==> src/rtl/serial_add_pkg.sv <==
// Shared types and sizing helpers for the serial adder controller.
package serial_add_pkg;

    typedef enum logic [1:0] {
        IDLE,
        RUN,
        DONE
    } sa_state_t;

    function automatic int unsigned sa_slices(input int unsigned w, input int unsigned n);
        return w / n;
    endfunction

    // Floor of 1 keeps the counter a legal vector when SLICES is 1 during elaboration checks.
    function automatic int unsigned sa_cnt_width(input int unsigned w, input int unsigned n);
        return ($clog2(w / n) < 1) ? 1 : $clog2(w / n);
    endfunction

endpackage

==> src/rtl/serial_add_ctrl_adder.sv <==
// N-bit carry-ripple adder slice time-shared by serial_add_ctrl.
module adder #(
    parameter int unsigned N = 4
) (
    input  logic [N-1:0] a,
    input  logic [N-1:0] b,
    input  logic         cin,
    output logic [N-1:0] result,
    output logic         cout0
);

    logic w_carry;

    always_comb begin
        w_carry = cin;
        result  = '0;
        for (int unsigned i = 0; i < N; i++) begin
            result[i] = a[i] ^ b[i] ^ w_carry;
            w_carry   = (a[i] & b[i]) | (w_carry & (a[i] ^ b[i]));
        end
        cout0 = w_carry;
    end

endmodule

==> src/rtl/serial_add_ctrl.sv <==
// W-bit add sequenced LSB-first through one N-bit adder slice.
// Optional subtract support is enabled by defining SERIAL_ADD_SUB_EN.
module serial_add_ctrl
    import serial_add_pkg::*;
#(
    parameter int unsigned N = 4,
    parameter int unsigned W = 16
) (
    input  logic         clk,
    input  logic         rst_n,
    input  logic         start,
    input  logic [W-1:0] a,
    input  logic [W-1:0] b,
    input  logic         cin,
`ifdef SERIAL_ADD_SUB_EN
    input  logic         sub,
`endif
    output logic         busy,
    output logic         done,
    output logic [W-1:0] result,
    output logic         cout,
    output logic         ovf
);

    localparam int unsigned SLICES = sa_slices(W, N);
    localparam int unsigned CW     = sa_cnt_width(W, N);
    localparam logic [CW-1:0] LAST = CW'(SLICES - 1);

    generate
        if ((W % N) != 0 || SLICES < 2) begin : g_bad_params
            $error("serial_add_ctrl: W must be a multiple of N with W/N >= 2");
        end
    endgenerate

    sa_state_t      r_state, w_next;
    logic           w_load, w_step;
    logic [W-1:0]   r_a, r_b;
    logic           r_carry;
    logic [W-N-1:0] r_acc;
    logic [CW-1:0]  r_cnt;
    logic           r_busy, r_done, r_cout, r_ovf;
    logic [W-1:0]   r_result;
    logic [N-1:0]   w_b_slice, w_sum;
    logic           w_cout, w_cin_load;
    logic [W-1:0]   w_acc_next;

`ifdef SERIAL_ADD_SUB_EN
    logic r_sub;
    assign w_b_slice  = r_b[N-1:0] ^ {N{r_sub}};
    assign w_cin_load = sub ? 1'b1 : cin;
`else
    assign w_b_slice  = r_b[N-1:0];
    assign w_cin_load = cin;
`endif

    adder #(.N(N)) u_adder (
        .a      (r_a[N-1:0]),
        .b      (w_b_slice),
        .cin    (r_carry),
        .result (w_sum),
        .cout0  (w_cout)
    );

    // Only the upper W-N bits need storing; the final slice lands straight in result.
    assign w_acc_next = {w_sum, r_acc};

    always_comb begin
        w_next = r_state;
        w_load = 1'b0;
        w_step = 1'b0;
        case (r_state)
            IDLE: begin
                if (start) begin
                    w_next = RUN;
                    w_load = 1'b1;
                end
            end
            RUN: begin
                w_step = 1'b1;
                if (r_cnt == LAST) w_next = DONE;
            end
            DONE: begin
                if (start) begin
                    w_next = RUN;
                    w_load = 1'b1;
                end else begin
                    w_next = IDLE;
                end
            end
            default: w_next = IDLE;
        endcase
    end

    always_ff @(posedge clk or negedge rst_n) begin
        if (!rst_n) begin
            r_state  <= IDLE;
            r_a      <= '0;
            r_b      <= '0;
            r_carry  <= 1'b0;
            r_acc    <= '0;
            r_cnt    <= '0;
            r_busy   <= 1'b0;
            r_done   <= 1'b0;
            r_result <= '0;
            r_cout   <= 1'b0;
            r_ovf    <= 1'b0;
`ifdef SERIAL_ADD_SUB_EN
            r_sub    <= 1'b0;
`endif
        end else begin
            r_state <= w_next;
            r_busy  <= (w_next != IDLE);
            r_done  <= (r_state == RUN) && (w_next == DONE);
            if (w_load) begin
                r_a     <= a;
                r_b     <= b;
                r_carry <= w_cin_load;
                r_cnt   <= '0;
`ifdef SERIAL_ADD_SUB_EN
                r_sub   <= sub;
`endif
            end else if (w_step) begin
                r_a     <= r_a >> N;
                r_b     <= r_b >> N;
                r_carry <= w_cout;
                r_cnt   <= r_cnt + CW'(1);
                r_acc   <= w_acc_next[W-1:N];
                if (r_cnt == LAST) begin
                    r_result <= w_acc_next;
                    r_cout   <= w_cout;
                    r_ovf    <= (r_a[N-1] == w_b_slice[N-1]) && (w_sum[N-1] != r_a[N-1]);
                end
            end
        end
    end

    assign busy   = r_busy;
    assign done   = r_done;
    assign result = r_result;
    assign cout   = r_cout;
    assign ovf    = r_ovf;

endmodule

==> config.mk <==
export PLATFORM = sky130hd
export DESIGN_NAME = serial_add_ctrl
export DESIGN_NICKNAME = d
export VERILOG_FILES = /design/src/rtl/serial_add_pkg.sv /design/src/rtl/serial_add_ctrl_adder.sv /design/src/rtl/serial_add_ctrl.sv
export SDC_FILE = /design/constraint.sdc
export NUM_CORES = 1
export LEC_CHECK = 0
export ABC_AREA = 1
export CORE_MARGIN = 8
export CORE_UTILIZATION = 56
export DETAILED_ROUTE_END_ITERATION = 6
export HOLD_SLACK_MARGIN = 0.03
export PLACE_DENSITY = 0.84
export SYNTH_ARGS = -nofsm -noshare
export SYNTH_HDL_FRONTEND = slang
export SYNTH_SLANG_ARGS = --single-unit
==> constraint.sdc <==
create_clock -name clk -period 7.77 [get_ports clk]
set_input_delay 0.777 -clock clk [delete_from_list [all_inputs] [get_ports clk]]
set_output_delay 0.777 -clock clk [all_outputs]
set_load 0.1 [all_outputs]
Word level (Yosys, flattened, before mapping)
Index checks and enable logic that the tools add are counted.
- output and inout port bits: 20
- register bits after elaboration: 69
- word-level logic and storage cells: 62
- input port bits: 36
- bitwise logic cells: 21
- reductions and logical operators: 8
- eq/ne operators: 6
- muxes and demuxes: 15
- $add $sub $neg: 1
- operator list (kind ; count):
    $mux W16 ; 4
    $and A1 B1 Y1 ; 8
    $mux W2 ; 4
    $xor A1 B1 Y1 ; 8
    $eq A2 B2 Y1 const B ; 3
    $mux W1 ; 6
    $pmux W2 S3 ; 1
    $or A1 B1 Y1 ; 4
    $reduce_bool A2 Y1 ; 2
    $reduce_and A3 Y1 ; 1
    $add A2 B1 Y2 const B ; 1
    $eq A2 B1 Y1 const B ; 1
    $logic_and A1 B1 Y1 ; 2
    $logic_not A2 Y1 ; 1
    $reduce_and A2 Y1 ; 1
    $reduce_or A2 Y1 ; 1
    $eq A1 B1 Y1 ; 1
    $ne A1 B1 Y1 ; 1
    $not A1 Y1 ; 1

Logic depth before layout (Yosys ltp)
Gate-level depths: netlist of the first run.
- depth after elaboration: 11
- gate-level depth with buffers: 12

Hierarchy
A second synthesis of the first run with hierarchy kept.
- cell total of the unflattened synthesis: 373
- area total of the unflattened synthesis: 3173.0 um^2
- by module, submodules not included (module ; sequential area each (um^2) ; area an instance (um^2) ; cells each ; instances):
    serial_add_ctrl ; 1726.7 ; 3055.4 ; 359 ; 1
    adder ; 0.0 ; 117.6 ; 14 ; 1

Least setup slack after synthesis of the first run
OpenSTA, ideal clock, no wires.
- path kind: reg-to-reg
- start point: reg r_a[0]
- end point: reg r_ovf, in the netlist ovf
- arrival time: 2.317 ns
- slack: 5.334 ns
- library setup time: 0.120 ns
- cell stages (with the launch flop): 11
- buffers on the path: 0
- cell sequence: dfrtp_1 fa_1 inv_1 fa_1 inv_1 fa_1 inv_1 fa_1 or2_2 nand3_1 nand2_1
- word-level cells in the longest chain between the ends: 10
- elaborated cells on any way between the ends: 11
- those cells by class: 1 x eq/ne; 9 x bitwise; 1 x reduce/logical
- ends and longest elaborated chain (element ; RTL line ; source):
    from (decl) ; serial_add_ctrl.sv:37 ; logic [W-1:0] r_a, r_b;
    from (signal assigned) ; serial_add_ctrl.sv:123 ; r_a <= r_a >> N;
    $xor A1 B1 Y1 ; serial_add_ctrl_adder.sv:19 ; w_carry = (a[i] & b[i]) | (w_carry & (a[i] ^ b[i]));
    $and A1 B1 Y1 ; serial_add_ctrl_adder.sv:19 ;
    $or A1 B1 Y1 * ; serial_add_ctrl_adder.sv:19 ;
    $and A1 B1 Y1 * ; serial_add_ctrl_adder.sv:19 ;
    $or A1 B1 Y1 * ; serial_add_ctrl_adder.sv:19 ;
    $and A1 B1 Y1 * ; serial_add_ctrl_adder.sv:19 ;
    $or A1 B1 Y1 * ; serial_add_ctrl_adder.sv:19 ;
    $xor A1 B1 Y1 * ; serial_add_ctrl_adder.sv:18 ; result[i] = a[i] ^ b[i] ^ w_carry;
    $ne A1 B1 Y1 * ; serial_add_ctrl.sv:131 ; r_ovf <= (r_a[N-1] == w_b_slice[N-1]) && (w_sum[N-1] != r_a[N-1]);
    $logic_and A1 B1 Y1 * ; serial_add_ctrl.sv:131 ;
    to (signal assigned) ; serial_add_ctrl.sv:131 ;
    to (decl) ; serial_add_ctrl.sv:41 ; logic r_busy, r_done, r_cout, r_ovf;
Every way passes the cells marked *; elsewhere a longest branch is shown, timed or not.
A chain may end at the register's enable or synchronous reset.

Worst setup path after layout of the first run
- start point: reg r_ovf, in the netlist ovf
- end point: out ovf
- RTL lines (element ; RTL line ; source):
    to (decl) ; serial_add_ctrl.sv:22 ; output logic ovf
No word-level cell between the ends.

==> results.cfg, run 1 <==
[status]
outcome = finished, final reports clean

[worst_setup_path]
rrSetupSlack_ps = 5170
reg2reg_to = ovf
path_max_fanout = 2
cp_data_arrival_time_ps = 1850
required_ps = 6990
worst-path-buf-inv = 1
r2r-start = r_a[0]
endpoint_kind = primary output
cp_slowest_cell = clkdlybuf4s50_1
worstSetupStartpointType = register
crit_chain = clkdlybuf4s50_1
cp_slowest_stage_delay_ps = 1140
ff2ff_path_depth = 10
path_delay_family = buffers and inverters
crit_type = register to primary output

[sta]
min_period_ps = 2627
holdWs_ps = 472.5
max_freq_mhz = 380.6
finalHoldViolations = 0
fin_crit_sh = 0.3381
rsz0062_at_grt = no
clock_skew_ps = 6.875
drv_slew = 0
worst_pin_slew_ps = 1183
slew_headroom = 0.2107
finalSetupTns_ps = 0
setup_viol = 0

[power]
pwr-share-seq = 0.330
power_density_nw_per_um2 = 491.8
intPower_mw = 0.9739
peakVddDrop_uv = 267.1
p_leak_nw = 2.014
clkPwrFrac = 0.161
swShare = 0.4873
switchingPower_mw = 0.9257
p_comb_frac = 0.509

[die]
die_area_um2 = 8219
initial_utilization = 0.5740
die_y_um = 90.66
io_pins = 56
fp-row-count = 27
die_x_um = 90.66
fp.coreArea_um2 = 5439

[drt]
avgRoutedWirePerCell_um = 12.34
route.antenna.remaining_nets = 0
wl_met1_mm = 2.625
totalWireLength_mm = 6.108
drt_pass1_iterations = 4
top_layer = met4
drc = 0
route.detailed.vias_per_inst = 4.804
route.met3.wl_um = 368
vias = 2378
wl_met2_mm = 2.942
drt_iter0_markers = 96

[global_route]
grt_max_degree = 70
antenna_found_initial = 0
grt_pass1_wl_mm = 10.74
grt_usage = 0.1607
grt-ovfl-total = 0
grt_pass1_vias = 2423

[clock_tree]
clk_pin_slew_ps = 70
cts_resized = 0
cts_buffers = 9
cts-root-buf = clkbuf_8
cts.sinks = 69
cts_setup_buffers = 0
clock_tree.buffer_depth = 2
cts_max_level = 3
cts.hold.buffers_added = 0
insertion_delay_ps = 340
cts_tree = yes

[synth]
synthXorXnorAreaFrac = 0
yosysUniqueCellTypes = 22
yosys_warnings = 0
ys_seq_area_frac = 0.5531
ys_ff_latch = 69
synth_async_sr_flop_share = 1.000
synth_edf_count = 0
synth_top_family_by_area = simple AND/OR/NAND/NOR gates
syn_area_per_cell_um2 = 8.529
syn_nets = 408
synth_area_leaders = dfrtp_1, nand2_1, inv_1, nand3_1, o21ai_2
yosysMostFrequentCell = nand2_1
synth_top_area_share = 0.5531
synth-compound-area-share = 0.05812
yosys.area_share.simple = 0.2617
yosys-top-cells-count = nand2_1, dfrtp_1, inv_1
synth_area_um2 = 3122
postSynthCellCount = 366
synth_top_area_cell = dfrtp_1
synth_adder_area_share = 0.03367
synthFlopType = dfrtp_1
synth.area.mux_share = 0

[final_layout]
area_growth_syn_to_layout_pct = 23.73
fillers = 446
post-route-util = 0.7101
drive_above_1_share = 0.08747
final_nets = 460
antenna_cells = 0
postLayoutCellArea_um2 = 3862

[job]
cap_violations = 0

[placement]
place_congestion = 0.7594
dp_hpwl_mm = 4.226
port_buffers = 55
placed_area_um2 = 3656

[worst_hold_path]
min_path_cells = 2
min-delay-start = r_acc[0]
min_to = result[0]
hold_path_class = register to register
[placed cells by master, fill, tap and decap left out, types with 3 or more instances in the layout]
cell             synthesis  routed
clkdlybuf4s50_1          0      54
clkinv_2                 0       3
clkbuf_8                 0       9
nor2_1                   3       3
o21ai_2                 11      11
nand2_1                163     163
fa_1                     4       4
inv_1                   45      45
o21ai_0                 13      13
nand3_1                 27      27
dfrtp_1                 69      69
[metrics by stage]
| stage | setup slack, ps | total power, mW | cells |
|---|---|---|---|
| 3_3_place_gp | 5143 | 1.571 | 479 |
| 2_1_floorplan | 5334 | 1.405 | 366 |
| 6_report | 5143 | 1.900 | 495 |
| 5_1_grt | 5074 | 2.045 | 495 |
| 4_1_cts | 5130 | 1.922 | 495 |
| 3_5_place_dp | 5098 | 1.606 | 479 |
[kinds of logic (layout without fill, tap and decap cells)]
kind of cell               after synthesis  after routing
AOI/OAI and AO/OA                       28             28
DFF                                     69             69
buffers and inverters                   63            120
and+or+nand+nor                        200            200
adders and majority gates                6              6
[registers in the layout, indices dropped and copies added (netlist names)]
signal and count:
r_b 16, cout 1, done 1, r_acc 12, ovf 1, r_a 16, busy 1, r_carry 1
result 16, r_state 2, r_cnt 2
[power by group through the flow]
stage | clock, mW | combinational, mW | sequential (mW)
final | 0.306 | 0.967 | 0.626
after global routing | 0.331 | 1.07 | 0.647
after CTS | 0.313 | 0.983 | 0.626
after global placement | 0 | 0.947 | 0.624
after detailed placement | 0 | 0.976 | 0.630
after floorplan | 0 | 0.480 | 0.925
[worst max path at each step]
stage	from	to	slack [ps]	depth (start not counted)
floorplan	r_a[0]	ovf	5330	10
global placement	start	r_b[7]	5140	6
detailed placement	start	r_a[3]	5100	7
CTS	ovf	ovf	5130	1
global route	r_a[0]	ovf	5070	10
finish	ovf	ovf	5140	1
[per-layer routing]
layer,up-vias,GRT usage
li1,1210,-
met1,1092,0.1827
met2,61,0.2588
met3,15,0.05237
met4,0,0.09431
met5,-,0
[area by class of cell]
cell class | instances | area (um^2) | area share
inverter | 48 | 182.7 | 0.04730
sequential | 69 | 1727 | 0.4470
tap | 72 | 90.09 | 0.02332
clock inverter | 5 | 75.07 | 0.01944
timing repair buffer | 56 | 553.0 | 0.1432
clock buffer | 11 | 131.4 | 0.03401
multi-input combinational | 234 | 1104 | 0.2857
No activity file was read; power rests on OpenSTA's default activity.
==> inputs of run 2 (changes only) <==
--- a/config.mk
+++ b/config.mk
@@ -7,10 +7,10 @@
 export LEC_CHECK = 0
 export ABC_AREA = 1
 export CORE_MARGIN = 8
-export CORE_UTILIZATION = 56
+export CORE_UTILIZATION = 47
 export DETAILED_ROUTE_END_ITERATION = 6
 export HOLD_SLACK_MARGIN = 0.03
-export PLACE_DENSITY = 0.84
+export PLACE_DENSITY = 0.75
 export SYNTH_ARGS = -nofsm -noshare
 export SYNTH_HDL_FRONTEND = slang
 export SYNTH_SLANG_ARGS = --single-unit
==> constraint.sdc (replaced) <==
create_clock -name clk -period 2.2 [get_ports clk]
set_input_delay 0.22 -clock clk [delete_from_list [all_inputs] [get_ports clk]]
set_output_delay 0.22 -clock clk [all_outputs]
set_load 0.1 [all_outputs]
==> run 2 against run 1 <==
The run now ends with negative setup slack left. Largest cell class unchanged. Worst hold slack worse by 55 ps. First-iteration DRC count increased by 7.3%. Highest routed layer unchanged. Utilization shrank 10 points. Sequential share of layout area fell by 0.39 points. Global-route usage decreased by 1.9 points. Sequential power rose to 3.5 times the previous value. Register-to-register slack got worse by 5300 ps. Cell count grew 2.8%. Clock-buffer cell count is 4 higher. Total power increased to 3.5 times the previous value.
==> results.cfg, run 2 (synthesized netlist as in run 1, its figures left out) <==
[job]
cap_violations = 0

[die]
fp.coreArea_um2 = 6386
initial_utilization = 0.4888
die_area_um2 = 9506
die_y_um = 97.50
die_x_um = 97.50
fp-row-count = 29
io_pins = 56

[drt]
drt_iter0_markers = 103
route.antenna.remaining_nets = 0
route.detailed.vias_per_inst = 4.721
vias = 2403
drt_pass1_iterations = 7
totalWireLength_mm = 6.090
avgRoutedWirePerCell_um = 11.96
drc = 0

[clock_tree]
cts-root-buf = clkbuf_8
cts_buffers = 9
cts_tree = yes
clock_tree.buffer_depth = 2
insertion_delay_ps = 330
cts_max_level = 3
clk_pin_slew_ps = 70
cts.sinks = 69

[sta]
finalSetupTns_ps = -179.9
min_period_ps = 2342
max_freq_mhz = 427.0
rsz0062_at_grt = yes
holdWs_ps = 417.8
worst_pin_slew_ps = 599.6
slew_headroom = 0.5988
fin_crit_sh = 1.065
setup_ws_ps = -142.1
setup_viol = 3
drv_slew = 0
finalHoldViolations = 0
clock_skew_ps = 6.349

[placement]
port_buffers = 55
placed_area_um2 = 3680
dp_hpwl_mm = 4.250
place_congestion = 0.7440
dp_cells = 490

[worst_setup_path]
reg2reg_to = ovf
cp_slowest_cell = fa_1
rrSetupSlack_ps = -140
required_ps = 2420
path_max_fanout = 3
endpoint_kind = register
r2r-start = r_a[0]
worstSetupStartpointType = register
cp_slowest_stage_delay_ps = 430
ff2ff_path_depth = 10
crit_type = register to register
path_delay_family = adder cells
crit_chain = fa_2 > inv_2 > fa_2 > inv_2 > fa_2 > inv_2 > fa_1 > or2_4 > nand3_2 > nand2_1
cp_data_arrival_time_ps = 2570
worst-path-buf-inv = 3

[worst_hold_path]
min-delay-start = b[15]
min_to = r_b[15]
hold_path_class = input pin to register
min_path_cells = 3

[status]
violations = negative setup slack
outcome = complete, but fails checks

[final_layout]
area_growth_syn_to_layout_pct = 24.81
stdcell_count = 509
drive_above_1_share = 0.1597
postLayoutCellArea_um2 = 3896
fillers = 571
final_common_cell = nand2_1
final_nets = 469
final_cell_mix = nand2_1, dfrtp_1, inv_1
antenna_cells = 0

[global_route]
grt_usage = 0.1414
grt-ovfl-total = 0
grt_pass1_vias = 2470
grt_max_degree = 70
antenna_found_initial = 0
grt_pass1_wl_mm = 11.16

[power]
p_leak_nw = 2.070
peakVddDrop_uv = 1248
power_density_nw_per_um2 = 1723
total_power_mw = 6.715
## run 2: tightest hold or removal path, delay by kind of cell
| kind | cells | cell delay, ps |
|---|---|---|
| buf+inv | 1 | 390 |
| simple gates | 2 | 100 |
## run 2: cell type report
cell class / count / area [um^2] / area share
Clock inverter: 1 / 30.03 / 0.007707
Timing Repair Buffer: 65 / 585.6 / 0.1503
Multi-Input combinational cell: 234 / 1119 / 0.2871
Sequential cell: 69 / 1727 / 0.4432
Clock buffer: 15 / 156.4 / 0.04014
Tap cell: 77 / 96.34 / 0.02473
Inverter: 48 / 182.7 / 0.04688
## run 2: metal layers
layer	part of all wire	up-vias	track usage
met3	0.067	8	0.06188
li1	-	1227	-
met5	0	-	0
met2	0.46	65	0.2276
met1	0.46	1103	0.1661
met4	0.012	0	0.04196
## run 2: how the worst max path moves through the flow
stage | start | end | slack [ps] | depth (start not counted)
global route | r_a[0] | ovf | -230 | 10
floorplan | r_carry | ovf | -130 | 10
finish | r_a[0] | ovf | -140 | 10
detailed placement | r_carry | ovf | -180 | 10
CTS | r_a[0] | ovf | -160 | 10
global placement | r_carry | ovf | -150 | 10
## run 2: repair_timing
action,4_1_cts,5_1_grt
endpoints found under the hold margin,69,0
gates resized for setup,3,0
setup buffers,2,0
endpoints found under the setup margin,3,3
pin swaps,3,0
hold buffers,1,0
## run 2: where the power goes
part | total (mW) | internal, mW | switching, mW
clock network | 0.977 | 0.558 | 0.419
logic | 3.53 | 1.02 | 2.51
registers | 2.21 | 1.86 | 0.348
## run 2: per-stage QoR
stage	util	setup WS, ps
global route	0.6101	-225.6
finish	0.6101	-142.1
detailed placement	0.5762	-180.4
global placement	0.5762	-147.5
floorplan	-	-132.2
CTS	0.6101	-156.8
==> inputs of run 3 (changes only) <==
--- a/config.mk
+++ b/config.mk
@@ -6,6 +6,7 @@
 export NUM_CORES = 1
 export LEC_CHECK = 0
 export ABC_AREA = 1
+export CAP_MARGIN = 25
 export CORE_MARGIN = 8
 export CORE_UTILIZATION = 47
 export DETAILED_ROUTE_END_ITERATION = 6
==> results of run 3 <==
Final layout, timing and power as in run 2 (identical DEF).
